**src/rtl/ofm_store_ctrl.sv**
```systemverilog
// OFM store controller: captures packed words from the OFM buffer, queues them
// in a small FIFO and writes payloads to the output SRAM with per-stream addressing.
module ofm_store_ctrl #(
    parameter int unsigned ADDR_WIDTH = 16,
    parameter int unsigned FIFO_DEPTH = 4,
    parameter logic [ADDR_WIDTH-1:0] CONV_BASE = ADDR_WIDTH'(16'h0000),
    parameter logic [ADDR_WIDTH-1:0] POOL_BASE = ADDR_WIDTH'(16'h8000),
    parameter int unsigned LEN_WIDTH  = 16
) (
    input  logic                  clk,
    input  logic                  rst_n,
    input  logic                  frame_start,
    input  logic [LEN_WIDTH-1:0]  frame_len,
    input  logic [31:0]           ofm_word,
    input  logic                  word_full,
    input  logic                  mem_ready,
    output logic                  mem_wr_en,
    output logic [ADDR_WIDTH-1:0] mem_addr,
    output logic [23:0]           mem_wdata,
    output logic [LEN_WIDTH-1:0]  words_done,
    output logic                  busy,
    output logic                  done,
    output logic                  overflow,
    output logic                  tag_err
);

    localparam int unsigned PTR_W = $clog2(FIFO_DEPTH);
    localparam int unsigned CNT_W = PTR_W + 1;

    typedef enum logic [1:0] {
        IDLE  = 2'd0,
        RUN   = 2'd1,
        DRAIN = 2'd2,
        DONE  = 2'd3
    } state_t;

    state_t                r_state;
    state_t                w_next;

    logic                  r_word_full_d;
    logic [LEN_WIDTH-1:0]  r_frame_len;
    logic [LEN_WIDTH-1:0]  r_acc_cnt;
    logic [LEN_WIDTH-1:0]  r_words_done;
    logic [ADDR_WIDTH-1:0] r_conv_off;
    logic [ADDR_WIDTH-1:0] r_pool_off;
    logic                  r_overflow;
    logic                  r_tag_err;

    // Entry layout: bit 24 = stream (1 = pool), bits 23:0 = payload.
    logic [24:0]           r_fifo [FIFO_DEPTH];
    logic [PTR_W-1:0]      r_wr_ptr;
    logic [PTR_W-1:0]      r_rd_ptr;
    logic [CNT_W-1:0]      r_count;

    logic                  w_push_req;
    logic                  w_tag_conv;
    logic                  w_tag_pool;
    logic                  w_push;
    logic                  w_full;
    logic                  w_wr_en;
    logic                  w_pop;
    logic                  w_push_ok;
    logic                  w_drop;
    logic                  w_start;
    logic [LEN_WIDTH-1:0]  w_acc_next;
    logic [24:0]           w_head;
    logic [ADDR_WIDTH-1:0] w_addr;

    assign w_tag_conv = (ofm_word[31:24] == 8'h00);
    assign w_tag_pool = (ofm_word[31:24] == 8'hFF);
    assign w_push_req = word_full & ~r_word_full_d & (r_state == RUN);
    assign w_push     = w_push_req & (w_tag_conv | w_tag_pool);
    assign w_full     = (r_count == CNT_W'(FIFO_DEPTH));
    assign w_wr_en    = (r_count != '0) & ((r_state == RUN) | (r_state == DRAIN));
    assign w_pop      = w_wr_en & mem_ready;
    assign w_push_ok  = w_push & (~w_full | w_pop);
    assign w_drop     = w_push & w_full & ~w_pop;
    assign w_start    = frame_start & ((r_state == IDLE) | (r_state == DONE));
    assign w_acc_next = r_acc_cnt + LEN_WIDTH'(w_push_req);

    assign w_head = r_fifo[r_rd_ptr];
    assign w_addr = w_head[24] ? (POOL_BASE + r_pool_off) : (CONV_BASE + r_conv_off);

    assign mem_wr_en  = w_wr_en;
    assign mem_addr   = w_wr_en ? w_addr : '0;
    assign mem_wdata  = w_wr_en ? w_head[23:0] : '0;
    assign words_done = r_words_done;
    assign busy       = (r_state == RUN) | (r_state == DRAIN);
    assign done       = (r_state == DONE);
    assign overflow   = r_overflow;
    assign tag_err    = r_tag_err;

    always_ff @(posedge clk or negedge rst_n) begin
        if (!rst_n) begin
            r_state <= IDLE;
        end else begin
            r_state <= w_next;
        end
    end

    always_comb begin
        w_next = r_state;
        case (r_state)
            IDLE:  if (frame_start) w_next = RUN;
            RUN:   if (w_acc_next == r_frame_len) w_next = DRAIN;
            // Captures are off in DRAIN, so only a pop can change the count.
            DRAIN: if ((r_count == '0) || ((r_count == CNT_W'(1)) && w_pop)) w_next = DONE;
            DONE:  if (frame_start) w_next = RUN;
            default: w_next = IDLE;
        endcase
    end

    always_ff @(posedge clk or negedge rst_n) begin
        if (!rst_n) begin
            for (int unsigned i = 0; i < FIFO_DEPTH; i++) begin
                r_fifo[i] <= '0;
            end
            r_wr_ptr <= '0;
            r_rd_ptr <= '0;
            r_count  <= '0;
        end else begin
            if (w_push_ok) begin
                r_fifo[r_wr_ptr] <= {w_tag_pool, ofm_word[23:0]};
                r_wr_ptr         <= r_wr_ptr + PTR_W'(1);
            end
            if (w_pop) begin
                r_rd_ptr <= r_rd_ptr + PTR_W'(1);
            end
            case ({w_push_ok, w_pop})
                2'b10:   r_count <= r_count + CNT_W'(1);
                2'b01:   r_count <= r_count - CNT_W'(1);
                default: r_count <= r_count;
            endcase
        end
    end

    always_ff @(posedge clk or negedge rst_n) begin
        if (!rst_n) begin
            r_word_full_d <= 1'b0;
            r_frame_len   <= '0;
            r_acc_cnt     <= '0;
            r_words_done  <= '0;
            r_conv_off    <= '0;
            r_pool_off    <= '0;
            r_overflow    <= 1'b0;
            r_tag_err     <= 1'b0;
        end else begin
            r_word_full_d <= word_full;
            if (w_start) begin
                r_frame_len  <= frame_len;
                r_acc_cnt    <= '0;
                r_words_done <= '0;
                r_conv_off   <= '0;
                r_pool_off   <= '0;
                r_overflow   <= 1'b0;
                r_tag_err    <= 1'b0;
            end else begin
                r_acc_cnt <= w_acc_next;
                if (w_pop) begin
                    r_words_done <= r_words_done + LEN_WIDTH'(1);
                    if (w_head[24]) begin
                        r_pool_off <= r_pool_off + ADDR_WIDTH'(1);
                    end else begin
                        r_conv_off <= r_conv_off + ADDR_WIDTH'(1);
                    end
                end
                if (w_drop) begin
                    r_overflow <= 1'b1;
                end
                if (w_push_req && !(w_tag_conv || w_tag_pool)) begin
                    r_tag_err <= 1'b1;
                end
            end
        end
    end

endmodule

```
**config.mk**
```make
export PLATFORM = sky130hd
export DESIGN_NAME = ofm_store_ctrl
export DESIGN_NICKNAME = d
export VERILOG_FILES = /design/src/rtl/ofm_store_ctrl.sv
export SDC_FILE = /design/constraint.sdc
export NUM_CORES = 1
export LEC_CHECK = 0
export BUFFER_PORTS_ARGS = -buffer_cell sky130_fd_sc_hd__buf_2
export CORE_MARGIN = 3
export CORE_UTILIZATION = 30
export DETAILED_ROUTE_END_ITERATION = 16
export GPL_TIMING_DRIVEN = 0
export PLACE_DENSITY = 0.56
export SYNTH_ARGS = -nofsm -noshare
export SYNTH_HDL_FRONTEND = slang
export SYNTH_SLANG_ARGS = --single-unit
```
**constraint.sdc**
```tcl
create_clock -name clk -period 5.8 [get_ports clk]
set_clock_uncertainty 0.2 [all_clocks]
set_input_delay 0.29 -clock clk [delete_from_list [all_inputs] [get_ports clk]]
set_output_delay 0.29 -clock clk [all_outputs]
set_load 0.03 [all_outputs]
```
== Yosys cells after proc, flatten, opt, wreduce, memory -nomap -nowiden ==
Cells that the tools add are included.
Cells by class
  $add $sub $neg: 9
  order comparisons: 3
  equality and inequality tests: 13
  multiplexer cells: 27
  bitwise logic cells: 18
  reductions and logical operators: 19
Operator list (count)
  two-way mux 16 bit: 11
  bitwise mux 100 bit: 1
  two-way mux 25 bit: 3
  binary-select mux 25 bit (select 2 bit): 1
  demux 25 bit (select 2 bit): 1
  adder 16 x 1 -> 16 bit, second input constant: 3
  two-way mux 24 bit: 1
  adder 16 x 1 -> 16 bit: 1
  adder 16 bit, first input constant: 1
  == test 16 bit: 1
  nonzero test 2 bit: 5
  bitwise AND 1 bit: 9
  == test 8 bit, second input constant: 1
  logical NOT 8 bit: 1
  == test 2 bit, second input constant: 3
  >= comparator 3 bit, second input constant: 2
  two-way mux 2 bit: 3
  inequality test 2 x 1 -> 1 bit, second input constant: 3
  NOT 2 -> 3 bit: 2
  one-hot mux 2 bit (3 select lines): 1
  one-hot mux 3 bit (2 select lines): 1
  adder 2 x 1 -> 2 bit, second input constant: 2
  == test 2 x 1 -> 1 bit, second input constant: 2
  two-way mux 1 bit: 4
  17 further kinds: 26
Word-level totals
  flip-flop bits (word level): 192
  input bits: 53
  output and inout port bits: 61

== Logic depth before layout (Yosys ltp) ==
  word-level depth: 8
  gate-level depth with buffers: 13
  mapped depth without buffers: 12

== Least setup slack after synthesis ==
Ideal clock, no wire load.
  kind: register to output
  from: register r_rd_ptr[0]
  to: output port mem_addr[15]
  arrival: 2248 ps
  required time: 5310 ps
  path slack: 3062 ps
  cell stages (with the launch flop): 6
  cells stage by stage: dfrtp_1 > buf_6 > mux4_2 > buf_2 > buf_2 > a211oi_1
Between the ends
  cells in the longest elaborated chain, start to end: 6
RTL lines
  from (decl): RTL line 52  | logic [PTR_W-1:0] r_rd_ptr;
  from (signal assigned): RTL line 127  | r_rd_ptr <= r_rd_ptr + PTR_W'(1);
  NOT 2 -> 3 bit (not written as such): RTL line 81  | assign w_head = r_fifo[r_rd_ptr];
  binary-select mux 25 bit (select 2 bit): RTL line 81
  two-way mux 25 bit (not written as such) (2 in series): RTL line 81
  two-way mux 16 bit: RTL line 82  | assign w_addr = w_head[24] ? (POOL_BASE + r_pool_off) : (CONV_BASE + r_conv_off);
  two-way mux 16 bit: RTL line 85  | assign mem_addr = w_wr_en ? w_addr : '0;
  to (decl): RTL line 18  | output logic [ADDR_WIDTH-1:0] mem_addr,
No other way between the ends. The select of a mux whose other input is x is not followed.

== Final worst setup path ==
  from: register r_count[0]
  to: output port mem_wdata[9]
Between the ends
  cells in the longest elaborated chain, start to end: 3
RTL lines
  from (decl): RTL line 53  | logic [CNT_W-1:0] r_count;
  from (signal assigned): RTL line 130  | 2'b10: r_count <= r_count + CNT_W'(1);
  from (signal assigned): RTL line 131  | 2'b01: r_count <= r_count - CNT_W'(1);
  from (signal assigned): RTL line 132  | default: r_count <= r_count;
  nonzero test 3 bit: RTL line 74  | assign w_wr_en = (r_count != '0) & ((r_state == RUN) | (r_state == DRAIN));
  bitwise AND 1 bit: RTL line 74
  two-way mux 24 bit: RTL line 86  | assign mem_wdata = w_wr_en ? w_head[23:0] : '0;
  to (decl): RTL line 19  | output logic [23:0] mem_wdata,
No other way between the ends.

==> reports/qor.csv <==
stage;metric;value;unit
status;status;completed;
sta;Worst Tran Pin Value;0.8753;ns
sta;Final Hold Fails;0;
setup_path;Cell Chain, Critical Path;inv_1, ha_1, nor2b_1, or2_0, clkbuf_1, clkbuf_1, nor2b_1, buf_2;
clock_tree;Max clock buf depth;2;
sta;RSZ-0062 raised after global routing;no;
setup_path;Worst Path Arrival;3.11;ns
layout;Nets;1045;
drt;drt first pass iters;4;
setup_path;Worst setup EP type;primary output;
place;GP Congestion;0.7796;
global_route;GRT Total Usage;0.1342;
sta;fmax;278.0;MHz
synthesis;adder-cell share of the synthesized area;0.02388;
synthesis;mux contribution to synthesized area;0.1971;
floorplan;number of I/O pins;114;
global_route;initial antenna violation count;0;
worst_hold_path;worst hold path depth;4;
setup_path;startpoint types;flop;
place;DP Cell Count;1309;
clock_tree;number of cells upsized or downsized after cts;0;
setup_path;R2R cell count;13;
synthesis;Ys Warns;0;
synthesis;post-synthesis sequential area ratio;0.5094;
synthesis;Post-Synth XOR/XNOR Area;0.07216;
worst_hold_path;Hold WC Path Type;input port to flop;
clock_tree;CTS clock-pin slew for the worst setup and hold paths;0.07;ns
drt;Routed wire per std cell;15.55;um
setup_path;CP required;5.31;ns
drt;ratio of routed vias to standard cells;4.643;
global_route;first-pass GRT wire length;35.52;mm
floorplan;Site Rows;64;
sta;Final min period;3.597;ns
drt;DRC errors left;0;
setup_path;CP max stage delay;0.53;ns
sta;Setup TNS Final;0;ns
clock_tree;CTS tree;yes;
sta;Tcrit/Tclk final;0.6201;
synthesis;syn_nets;870;
global_route;pin count of the biggest net entering global routing;116;
place;port buffer count;113;
drt;DRT iter0 DRCs;256;
place;HPWL after DPL;14.88;mm
sta;Slew Limit Fails;0;
synthesis;number of synthesized register bits;192;
synthesis;Synth Cell Area;9433;um^2
pwr;peak supply drop;241.4;uV
layout;non-filler cells, final;1382;
global_route;total grt overflow;0;
floorplan;area of the die;33610;um^2
global_route;number of global-route vias before repair;6739;
layout;antenna diode count;0;
drt;Post-Route WL;21.49;mm
worst_hold_path;Hold EP;r_pool_off[1]$_DFFE_PN0P_;
synthesis;main combinational cell family by area after synthesis;multiplexers;
setup_path;worst-path maximum fanout;10;
layout;post-route core utilization;0.3748;
sta;Final Setup Violations;0;
setup_path;r2r startpoint;r_state[1]$_DFFE_PN0P_;
synthesis;simple-gate share of the synthesized area;0.1467;
setup_path;r2r setup slk;2.45;ns
setup_path;WS Path Type;flop to primary output;
drt;DRT antenna net count;0;
layout;synthesis-to-finish area growth;22.50;%
drt;Via Count;6416;
synthesis;Top FF cell, synth;dfrtp_1;
synthesis;number of synthesized flops with an enable pin;0;
setup_path;R2R Path End;r_state[0]$_DFFE_PN0P_;
layout;share of cells above drive strength 1;0.1978;
clock_tree;clock sinks;192;
clock_tree;cts bufs inserted;17;
synthesis;Syn Inst Count;799;
sta;Worst slew margin;0.4165;
clock_tree;H-tree depth;4;
pwr;Pleak;5.635;nW
job;max_cap viols;0;
worst_hold_path;hold path start;frame_start;
floorplan;die width;183.3;um
floorplan;initial core utilization;0.3060;
synthesis;post-synthesis compound-gate area fraction;0.02945;
floorplan;Die Ht;183.3;um
pwr;total power per unit cell area;336.2;nW/um^2
clock_tree;clock root buffer;clkbuf_16;
setup_path;CP max-delay cell;nor2b_1;
synthesis;mean post-synth cell area;11.81;um^2
floorplan;core area;30830;um^2
synthesis;Netlist cell types;49;
clock_tree;Clock Latency Late Sink;0.44;ns
synthesis;ys async rst share;1.000;
## sequential cells by signal, indices dropped and copies added, names as in the netlist
name,count
r_fifo,100
r_acc_cnt,16
r_conv_off,16
r_frame_len,16
r_pool_off,16
words_done,16
r_count,3
r_rd_ptr,2
r_state,2
r_wr_ptr,2
overflow,1
r_word_full_d,1
tag_err,1
## worst max-delay path by stage
stage | endpoint | slack, ns | start
after floorplan | mem_addr[15] | 3.06 | r_rd_ptr[0]$_DFFE_PN0P_
after global placement | r_fifo[18]$_DFFE_PN0P_ | 0.81 | rst_n
after detailed placement | r_state[0]$_DFFE_PN0P_ | 2.42 | r_state[1]$_DFFE_PN0P_
after CTS | mem_addr[3] | 1.97 | r_count[0]$_DFFE_PN0P_
after global routing | mem_addr[2] | 1.93 | r_count[0]$_DFFE_PN0P_
final | mem_wdata[9] | 2.20 | r_count[0]$_DFFE_PN0P_
## cells by family after synthesis
kind of cell	after synthesis
buffers and inverters	47
AND/OR/NAND/NOR	282
flip-flops	192
adder cells (fa/ha/maj)	18
AO/OA/AOI/OAI	42
XOR/XNOR	76
multiplexers	142
## cell type report
| type | count | area [um^2] |
|---|---|---|
| multi-input cells | 560 | 4427 |
| well taps | 396 | 495.5 |
| clock inverters | 12 | 160.2 |
| clock buffers | 19 | 442.9 |
| fillers | 3053 | 19270 |
| repair buffers | 156 | 1023 |
| inverters | 12 | 45.04 |
| flip-flops and latches | 192 | 4805 |
| plain buffers | 35 | 156.4 |
## metrics by stage
stage / total power, mW / worst slack [ns] / hold WS, ns / instance area, um^2
finish: 3.885 / 2.203 / 0.03772 / 11550
global route: 4.135 / 1.935 / 0.08777 / 11550
CTS: 3.971 / 1.967 / 0.008020 / 11550
detailed placement: 2.713 / 2.420 / 0.1205 / 10530
global placement: 2.692 / 0.8057 / 0.2545 / 10490
floorplan: 2.323 / 3.062 / -0.2056 / 9433
## where the power goes
part | internal (mW) | total (mW) | switching [mW]
clock network | 0.691 | 1.22 | 0.525
logic | 0.389 | 1.12 | 0.735
registers | 1.45 | 1.55 | 0.0957
## cells in the final DEF, fill, tap and decap left out, types with 4 or more instances in the layout
master / netlist / final
mux4_2: 25 / 25
clkbuf_1: 15 / 16
o21ai_0: 7 / 7
nand2_1: 83 / 83
a21oi_1: 14 / 14
xnor2_1: 37 / 37
mux2_1: 100 / 100
o21ai_1: 10 / 10
nor3_1: 4 / 4
and3_1: 10 / 10
clkbuf_16: 0 / 17
mux2i_1: 17 / 17
and4_1: 9 / 9
nor2b_1: 31 / 31
nand4_1: 14 / 14
ha_1: 18 / 18
dlygate4sd3_1: 0 / 42
dfrtp_1: 192 / 192
or3_1: 10 / 10
nor2_1: 81 / 81
xor2_1: 38 / 38
buf_2: 14 / 126
clkinvlp_4: 0 / 4
nand3_1: 22 / 22
inv_1: 10 / 10
buf_1: 5 / 5
## synth_stat cells (all sizes together) (2+ instances only)
| master | instances | area (um^2) |
|---|---|---|
| buf | 20 | 100.1 |
| nand3 | 22 | 110.1 |
| nand4 | 14 | 87.58 |
| and2 | 3 | 18.77 |
| clkbuf | 15 | 56.30 |
| nor3 | 7 | 56.31 |
| nand2b | 2 | 12.51 |
| nor2 | 83 | 321.6 |
| inv | 12 | 45.05 |
| o2111ai | 2 | 41.29 |
| mux2 | 100 | 1126 |
| and4 | 9 | 78.83 |
| dfrtp | 192 | 4805 |
| mux4 | 25 | 563.0 |
| o21ai | 17 | 85.08 |
| xor2 | 38 | 332.8 |
| and3 | 10 | 62.56 |
| nor2b | 31 | 193.9 |
| xnor2 | 37 | 324.1 |
| ha | 18 | 225.2 |
| a21oi | 14 | 70.07 |
| mux2i | 17 | 170.2 |
| nand2 | 83 | 311.6 |
| nor4 | 3 | 18.77 |
| nor3b | 2 | 26.28 |
| or3 | 10 | 62.56 |
## critical path, delay by kind of cell, from the launching register on
kind                     cells  cell delay [ns]
AND/OR/NAND/NOR              3             0.86
adder cells (fa/ha/maj)      1             0.19
buffers and inverters        4             1.19
flip-flops                   1             0.43
## timing repair
| item | in CTS | in global routing |
|---|---|---|
| hold buffers | 42 | 0 |
| endpoints found under the setup margin | 0 | 0 |
| endpoints found under the hold margin | 190 | 0 |
| setup buffers | 0 | 0 |
## layer usage
| metal | up-vias | GRT usage | wire (um) |
|---|---|---|---|
| met3 | 21 | 0.03094 | 885 |
| met1 | 3163 | 0.1817 | 10410 |
| li1 | 3115 | - | - |
| met2 | 117 | 0.2178 | 9943 |
| met4 | 0 | 0.03656 | 248 |
| met5 | - | 0 | 0 |
(Power assumes the default switching activity.)
